**src/rtl/aer_pkg.sv**
```systemverilog
// rtl/aer_pkg.sv - element size codes and derived-width helpers for the AER SRAM FIFO
package aer_pkg;

    typedef enum logic [1:0] {
        SIZE_B  = 2'd0,
        SIZE_HW = 2'd1,
        SIZE_W  = 2'd2,
        SIZE_DW = 2'd3
    } size_e;

    function automatic int elem_w(input int size);
        return 8 << size;
    endfunction

    function automatic int lanes(input int width, input int size);
        return width / (8 << size);
    endfunction

    // A single-lane word still needs a 1-bit lane signal to keep vectors legal
    function automatic int lane_w(input int n_lanes);
        return (n_lanes > 1) ? $clog2(n_lanes) : 1;
    endfunction

endpackage

```
**src/rtl/sram_lane_map.sv**
```systemverilog
// rtl/sram_lane_map.sv - element pointer to SRAM word address, byte mask and lane index
module sram_lane_map
    import aer_pkg::*;
#(
    parameter int WIDTH     = 64,
    parameter int MEM_DEPTH = 4096,
    parameter int SIZE      = 3,
    localparam int LANES = lanes(WIDTH, SIZE),
    localparam int LB    = $clog2(LANES),
    localparam int LW    = lane_w(LANES),
    localparam int AW    = $clog2(MEM_DEPTH),
    localparam int PW    = $clog2(MEM_DEPTH * LANES),
    localparam int MW    = WIDTH / 8
) (
    input  logic [PW-1:0] ptr_i,
    output logic [AW-1:0] addr_o,
    output logic [MW-1:0] wmask_o,
    output logic [LW-1:0] lane_o
);
    localparam int BPE = 1 << SIZE;
    localparam logic [MW-1:0] BASE_MASK = MW'((1 << BPE) - 1);

    generate
        if (LB == 0) begin : g_one_lane
            assign addr_o = ptr_i[AW-1:0];
            assign lane_o = '0;
        end else begin : g_multi_lane
            assign addr_o = ptr_i[PW-1:LB];
            assign lane_o = ptr_i[LB-1:0];
        end
    endgenerate

    assign wmask_o = BASE_MASK << (int'(lane_o) * BPE);

endmodule

```
**src/rtl/sram_byte_fifo.sv**
```systemverilog
// rtl/sram_byte_fifo.sv - FIFO of 8<<SIZE-bit elements packed into an external dual-port SRAM
module sram_byte_fifo
    import aer_pkg::*;
#(
    parameter int WIDTH     = 64,
    parameter int MEM_DEPTH = 4096,
    parameter int SIZE      = 3,
    localparam int ELEM_W     = elem_w(SIZE),
    localparam int LANES      = lanes(WIDTH, SIZE),
    localparam int FIFO_DEPTH = MEM_DEPTH * LANES,
    localparam int AW         = $clog2(MEM_DEPTH),
    localparam int PW         = $clog2(FIFO_DEPTH),
    localparam int MW         = WIDTH / 8
) (
    input  logic              clk,
    input  logic              rst,
    input  logic              fifo_clr,
    input  logic              fifo_wr_en,
    input  logic [ELEM_W-1:0] fifo_wdata,
    input  logic              fifo_rd_en,
    output logic [ELEM_W-1:0] fifo_rdata,
    output logic              fifo_full,
    output logic              fifo_empty,
    output logic [PW:0]       fifo_numel,
    output logic [PW-1:0]     fifo_wr_ptr,
    output logic [PW-1:0]     fifo_rd_ptr,
    output logic              ce_a,
    output logic              we_a,
    output logic [AW-1:0]     addr_a,
    output logic [MW-1:0]     wmask_a,
    output logic [WIDTH-1:0]  wdata_a,
    output logic              ce_b,
    output logic              we_b,
    output logic [AW-1:0]     addr_b,
    output logic [MW-1:0]     wmask_b,
    output logic [WIDTH-1:0]  wdata_b,
    input  logic [WIDTH-1:0]  rdata_a,
    input  logic [WIDTH-1:0]  rdata_b
);
    localparam int LW = lane_w(LANES);

    logic [PW-1:0] wr_ptr_q, wr_ptr_d;
    logic [PW-1:0] rd_ptr_q, rd_ptr_d;
    logic [PW:0]   numel_q, numel_d;
    logic          full_q, full_d;
    logic          empty_q, empty_d;
    logic [LW-1:0] lane_q, rd_lane;
    logic          zero_q;
    logic          wr_acc, rd_acc;
    logic [LW-1:0] unused_wr_lane;
    logic [MW-1:0] unused_rd_mask;
    logic          unused_rdata_a;

    always_comb begin
        rd_acc   = fifo_rd_en & ~empty_q;
        wr_acc   = fifo_wr_en & (~full_q | rd_acc);
        wr_ptr_d = wr_ptr_q + PW'(wr_acc);
        rd_ptr_d = rd_ptr_q + PW'(rd_acc);
        numel_d  = numel_q + (PW+1)'(wr_acc) - (PW+1)'(rd_acc);
        full_d   = (numel_d == (PW+1)'(FIFO_DEPTH));
        empty_d  = (numel_d == '0);
    end

    always_ff @(posedge clk) begin
        if (rst || fifo_clr) begin
            wr_ptr_q <= '0;
            rd_ptr_q <= '0;
            numel_q  <= '0;
            full_q   <= 1'b0;
            empty_q  <= 1'b1;
            lane_q   <= '0;
            zero_q   <= 1'b1;
        end else begin
            wr_ptr_q <= wr_ptr_d;
            rd_ptr_q <= rd_ptr_d;
            numel_q  <= numel_d;
            full_q   <= full_d;
            empty_q  <= empty_d;
            lane_q   <= rd_lane;
            zero_q   <= 1'b0;
        end
    end

    sram_lane_map #(.WIDTH(WIDTH), .MEM_DEPTH(MEM_DEPTH), .SIZE(SIZE)) u_map_a (
        .ptr_i   (wr_ptr_q),
        .addr_o  (addr_a),
        .wmask_o (wmask_a),
        .lane_o  (unused_wr_lane)
    );

    sram_lane_map #(.WIDTH(WIDTH), .MEM_DEPTH(MEM_DEPTH), .SIZE(SIZE)) u_map_b (
        .ptr_i   (rd_ptr_q),
        .addr_o  (addr_b),
        .wmask_o (unused_rd_mask),
        .lane_o  (rd_lane)
    );

    // lane_q trails rd_ptr by one cycle so it lines up with the SRAM read latency
    always_comb begin
        fifo_rdata = '0;
        if (!zero_q) begin
            fifo_rdata = ELEM_W'(rdata_b >> (int'(lane_q) * ELEM_W));
        end
    end

    assign ce_a    = wr_acc;
    assign we_a    = wr_acc;
    assign wdata_a = {LANES{fifo_wdata}};
    assign ce_b    = 1'b1;
    assign we_b    = 1'b0;
    assign wmask_b = '0;
    assign wdata_b = '0;

    assign fifo_full   = full_q;
    assign fifo_empty  = empty_q;
    assign fifo_numel  = numel_q;
    assign fifo_wr_ptr = wr_ptr_q;
    assign fifo_rd_ptr = rd_ptr_q;

    assign unused_rdata_a = ^rdata_a;

endmodule

```
**config.mk**
```make
export PLATFORM = sky130hd
export DESIGN_NAME = sram_byte_fifo
export DESIGN_NICKNAME = d
export VERILOG_FILES = /design/src/rtl/aer_pkg.sv /design/src/rtl/sram_lane_map.sv /design/src/rtl/sram_byte_fifo.sv
export SDC_FILE = /design/constraint.sdc
export NUM_CORES = 1
export LEC_CHECK = 0
export CORE_AREA = 2 2 182 184
export CTS_CLUSTER_DIAMETER = 150
export DETAILED_ROUTE_END_ITERATION = 10
export DIE_AREA = 0 0 184 186
export GPL_ROUTABILITY_DRIVEN = 0
export PLACE_DENSITY_LB_ADDON = 0.15
export SLEW_MARGIN = 40
export SYNTH_ARGS = -nofsm -noshare
export SYNTH_HDL_FRONTEND = slang
export SYNTH_SLANG_ARGS = --single-unit
```
**constraint.sdc**
```tcl
create_clock -name clk -period 3.2 [get_ports clk]
set_input_delay 0.8 -clock clk [delete_from_list [all_inputs] [get_ports clk]]
set_output_delay 0.8 -clock clk [all_outputs]
set_load 0.05 [all_outputs]
```
==> results of run 1 <==
-- cells in the mapped netlist, drive strengths merged (2+ instances only) --
cell	n	area [um^2]
a211oi	3	22.5
a21boi	3	22.5
a21oi	17	92.6
a31oi	2	12.5
and2	7	46.3
and3	9	56.3
buf	173	1300
clkbuf	11	41.3
conb	2	7.51
dfxtp	40	801
ha	17	213
inv	19	71.3
nand2	14	52.6
nand2b	3	18.8
nand3	15	75.1
nand4	2	12.5
nor2	20	75.1
nor2b	67	427
nor3	4	20.0
o2111ai	2	17.5
o21a	2	15.0
o21ai	16	83.8
or3	13	81.3
xnor2	6	52.6
xor2	12	105
-- layer usage --
metal  track usage [%]  part of all wire (%)  vias to the layer above  wire, um
li1                  -                     -                     1616         -
met1              7.44                    35                     1483      4930
met2              15.4                    54                      209      7650
met3              3.07                    11                       10      1550
met4              1.86                   1.1                        0       152
met5                 0                     0                        -         0
-- final timing paths --
kind                      to  cells after the start  slack (ns)
min reg2reg  fifo_rd_ptr[11]                      2        0.52
max               fifo_empty                     15        0.11
max reg2reg       fifo_empty                     14        0.36
min          fifo_rd_ptr[11]                      2        0.52
-- per-stage QoR --
step | area, um^2 | cells | total power, mW | util, % | hold WS (ns)
2_1_floorplan | 4220 | 578 | 2.07 | - | 0.725
3_3_place_gp | 5480 | 1020 | 2.37 | 17.0 | 0.500
3_5_place_dp | 5480 | 1020 | 2.36 | 17.0 | 0.515
4_1_cts | 5750 | 1029 | 3.07 | 17.9 | 0.529
5_1_grt | 5770 | 1029 | 3.24 | 17.9 | 0.562
6_report | 5770 | 1029 | 3.04 | 17.9 | 0.522
-- layout make-up --
| type | instances | area share, % |
|---|---|---|
| inverter | 19 | 1.24 |
| clock inverter | 2 | 0.607 |
| sequential | 40 | 13.9 |
| timing repair buffer | 219 | 36.3 |
| tap | 408 | 8.84 |
| multi-input combinational | 335 | 36.9 |
| clock buffer | 6 | 2.23 |
-- flip-flops by register name, indices dropped and copies added (netlist names) --
signal       count
fifo_numel      13
fifo_rd_ptr     12
fifo_wr_ptr     12
fifo_empty       1
fifo_full        1
zero_q           1
-- logic make-up after synthesis --
logic type / Yosys count / synth area share [%]
other cells: 2 / 0.192
flops: 40 / 20.5
compound gates: 57 / 9.92
xor+xnor: 18 / 4.03
buf+inv: 203 / 36.0
simple gates: 160 / 23.4
fa+ha+maj: 18 / 5.95
-- repair_timing --
item / in CTS / in global routing
buffers inserted: 2 / 0
pin swaps: 12 / 9
setup endpoints to repair: 7 / 3
hold endpoints to repair: 0 / 0
resized for setup: 24 / 6
-- power by group through the flow --
stage / registers, mW / logic, mW / clock network (mW)
after floorplan: 0.726 / 1.34 / 0
after global placement: 0.608 / 1.76 / 0
after detailed placement: 0.605 / 1.75 / 0
after CTS: 0.595 / 1.85 / 0.625
after global routing: 0.602 / 2.00 / 0.635
final: 0.592 / 1.85 / 0.591
-- worst max-delay path: cells and delay by family --
kind                       cells  cell delay (ns)
and+or+nand+nor                5             0.80
AOI/OAI and AO/OA              4             0.96
adders and majority gates      3             0.63
buffers and inverters          3             0.13
==> insert_results.sql, run 1 <==
INSERT INTO impl_metrics (metric_group, metric, value, unit) VALUES
('outcome', 'status', 'finished, final reports clean', ''),
('final_layout', 'multi_input_gate_area', '2130', 'um^2'),
('synth', 'ys.warnings.count', '0', ''),
('synth', 'synth_seq_cells', '40', ''),
('critical_path', 'worst_path_maximum_fanout', '5', ''),
('placed_design', 'hpwlAfterDp', '12200', 'um'),
('clocking', 'cts.hold.buffers_added', '0', ''),
('detailed_routing', 'postRouteWirelength', '14300', 'um'),
('timing', 'maximum_operating_frequency', '0.324', 'GHz'),
('critical_path', 'crit_start', 'fifo_rd_en', ''),
('synth', 'netlist_area_before_placement', '3910', 'um^2'),
('detailed_routing', 'vias_per_cell', '3.22', ''),
('critical_path', 'max_stage_delay', '0.42', 'ns'),
('floorplan', 'core_area', '32200', 'um^2'),
('timing', 'totalNegativeSetupSlack', '0', 'ns'),
('timing', 'setup_repair_after_global_routing_missed_its_margin', 'yes', ''),
('final_layout', 'nets', '835', ''),
('clocking', 'clockBufferDepth', '2', ''),
('global_route', 'global_route.usage.total', '7.78', '%'),
('critical_path', 'critPathArrivalTime', '3.32', 'ns'),
('detailed_routing', 'drc_errors', '0', ''),
('timing', 'hold_viol', '0', ''),
('final_layout', 'final_cell_mix', '129 x sky130_fd_sc_hd__clkdlybuf4s50_1, 82 x sky130_fd_sc_hd__conb_1, 78 x sky130_fd_sc_hd__buf_4', ''),
('synth', 'seq_area_frac_synth', '20.5', '%'),
('floorplan', 'die_y', '186', 'um'),
('synth', 'syn-mean-instance-area', '7.85', 'um^2'),
('placed_design', 'buffer_ports.inserted', '197', ''),
('floorplan', 'core.rowCount', '66', ''),
('hold_path', 'worst_hold_path_type', 'flop to flop', ''),
('global_route', 'grt_first_pass_wirelength', '19300', 'um'),
('critical_path', 'timing.rr.start', 'fifo_empty', ''),
('synth', 'synthCells', '498', ''),
('floorplan', 'dieArea', '34200', 'um^2'),
('clocking', 'worst_setup_hold_path_clk_slew', '0.06', 'ns'),
('clocking', 'cts_buffers', '5', ''),
('clocking', 'numClockSinks', '40', ''),
('timing', 'final.setup_skew', '0.00802', 'ns'),
('timing', 'final.period_utilization', '96.4', '%'),
('final_layout', 'syn2layout_area_growth', '47.6', '%'),
('synth', 'synth_cell_types', '50', ''),
('placed_design', 'dp_slack', '-0.978', 'ns'),
('global_route', 'grt_max_degree', '30', ''),
('global_route', 'grt_pass1_vias', '3149', ''),
('pwr', 'proportion_of_power_drawn_by_flip_flops_and_latches', '19.5', '%'),
('pwr', 'cellPowerDensity', '526', 'nW/um^2'),
('floorplan', 'chipWidth', '184', 'um'),
('timing', 'timing.final.max_slew_violations', '0', ''),
('detailed_routing', 'firstDrtPassIters', '4', ''),
('synth', 'ys.flop_type', 'sky130_fd_sc_hd__dfxtp_1', ''),
('pwr', 'p_clk_share', '19.5', '%'),
('pwr', 'leakage', '2.34', 'nW'),
('final_layout', 'final.fill_count', '3644', ''),
('timing', 'worst_slew_pin_slew', '0.648', 'ns'),
('clocking', 'worstSkewPairLatency', '0.29', 'ns'),
('detailed_routing', 'dr.first_iter.drc_count', '142', ''),
('detailed_routing', 'dr_total_vias', '3318', ''),
('timing', 'max-slew-margin-rel', '56.8', '%'),
('critical_path', 'worstSetupEndpointType', 'flop', ''),
('pwr', 'share_comb_of_total_power', '61.0', '%'),
('timing', 'timing.final.setup_violations', '0', ''),
('detailed_routing', 'drt-wirelength-per-cell', '13.9', 'um'),
('final_layout', 'most_common_cell_after_layout_fill_and_taps_aside', 'sky130_fd_sc_hd__clkdlybuf4s50_1', ''),
('global_route', 'antenna_violations_before_repair', '0', ''),
('final_layout', 'final_layout_size_suffix_gt1_share', '19.8', '%'),
('critical_path', 'startpoint_type', 'input port', ''),
('critical_path', 'critical_path.cell_chain', 'buf_6 > nor2b_4 > nand2b_4 > nand2_4 > ha_4 > inv_2 > ha_4 > inv_2 > fa_2 > nor2b_4 > o31ai_4 > a211oi_2 > or3b_4 > a222oi_1 > a31o_1', ''),
('floorplan', 'floorplan.io_pins', '472', ''),
('critical_path', 'setup.worst_path.class', 'input port to flop', ''),
('synth', 'synth-async-reset-ratio', '0', '%'),
('floorplan', 'initial_core_util', '12.1', '%'),
('critical_path', 'timing.critical_path.slowest_stage_cell', 'sky130_fd_sc_hd__or3b_4', '');
Note: power is estimated with default switching activity, not from simulation.
==> inputs of run 2 (changes only) <==
- CAP_MARGIN: default -> 20
==> results of run 2 <==
Same layout as run 1: the final DEF is identical, and so are final timing and power.
==> inputs of run 3 (changes only) <==
- SLEW_MARGIN: 40 -> 10
- TNS_END_PERCENT: default -> 100
==> results of run 3 <==
Same layout as run 1: the final DEF is identical, and so are final timing and power.
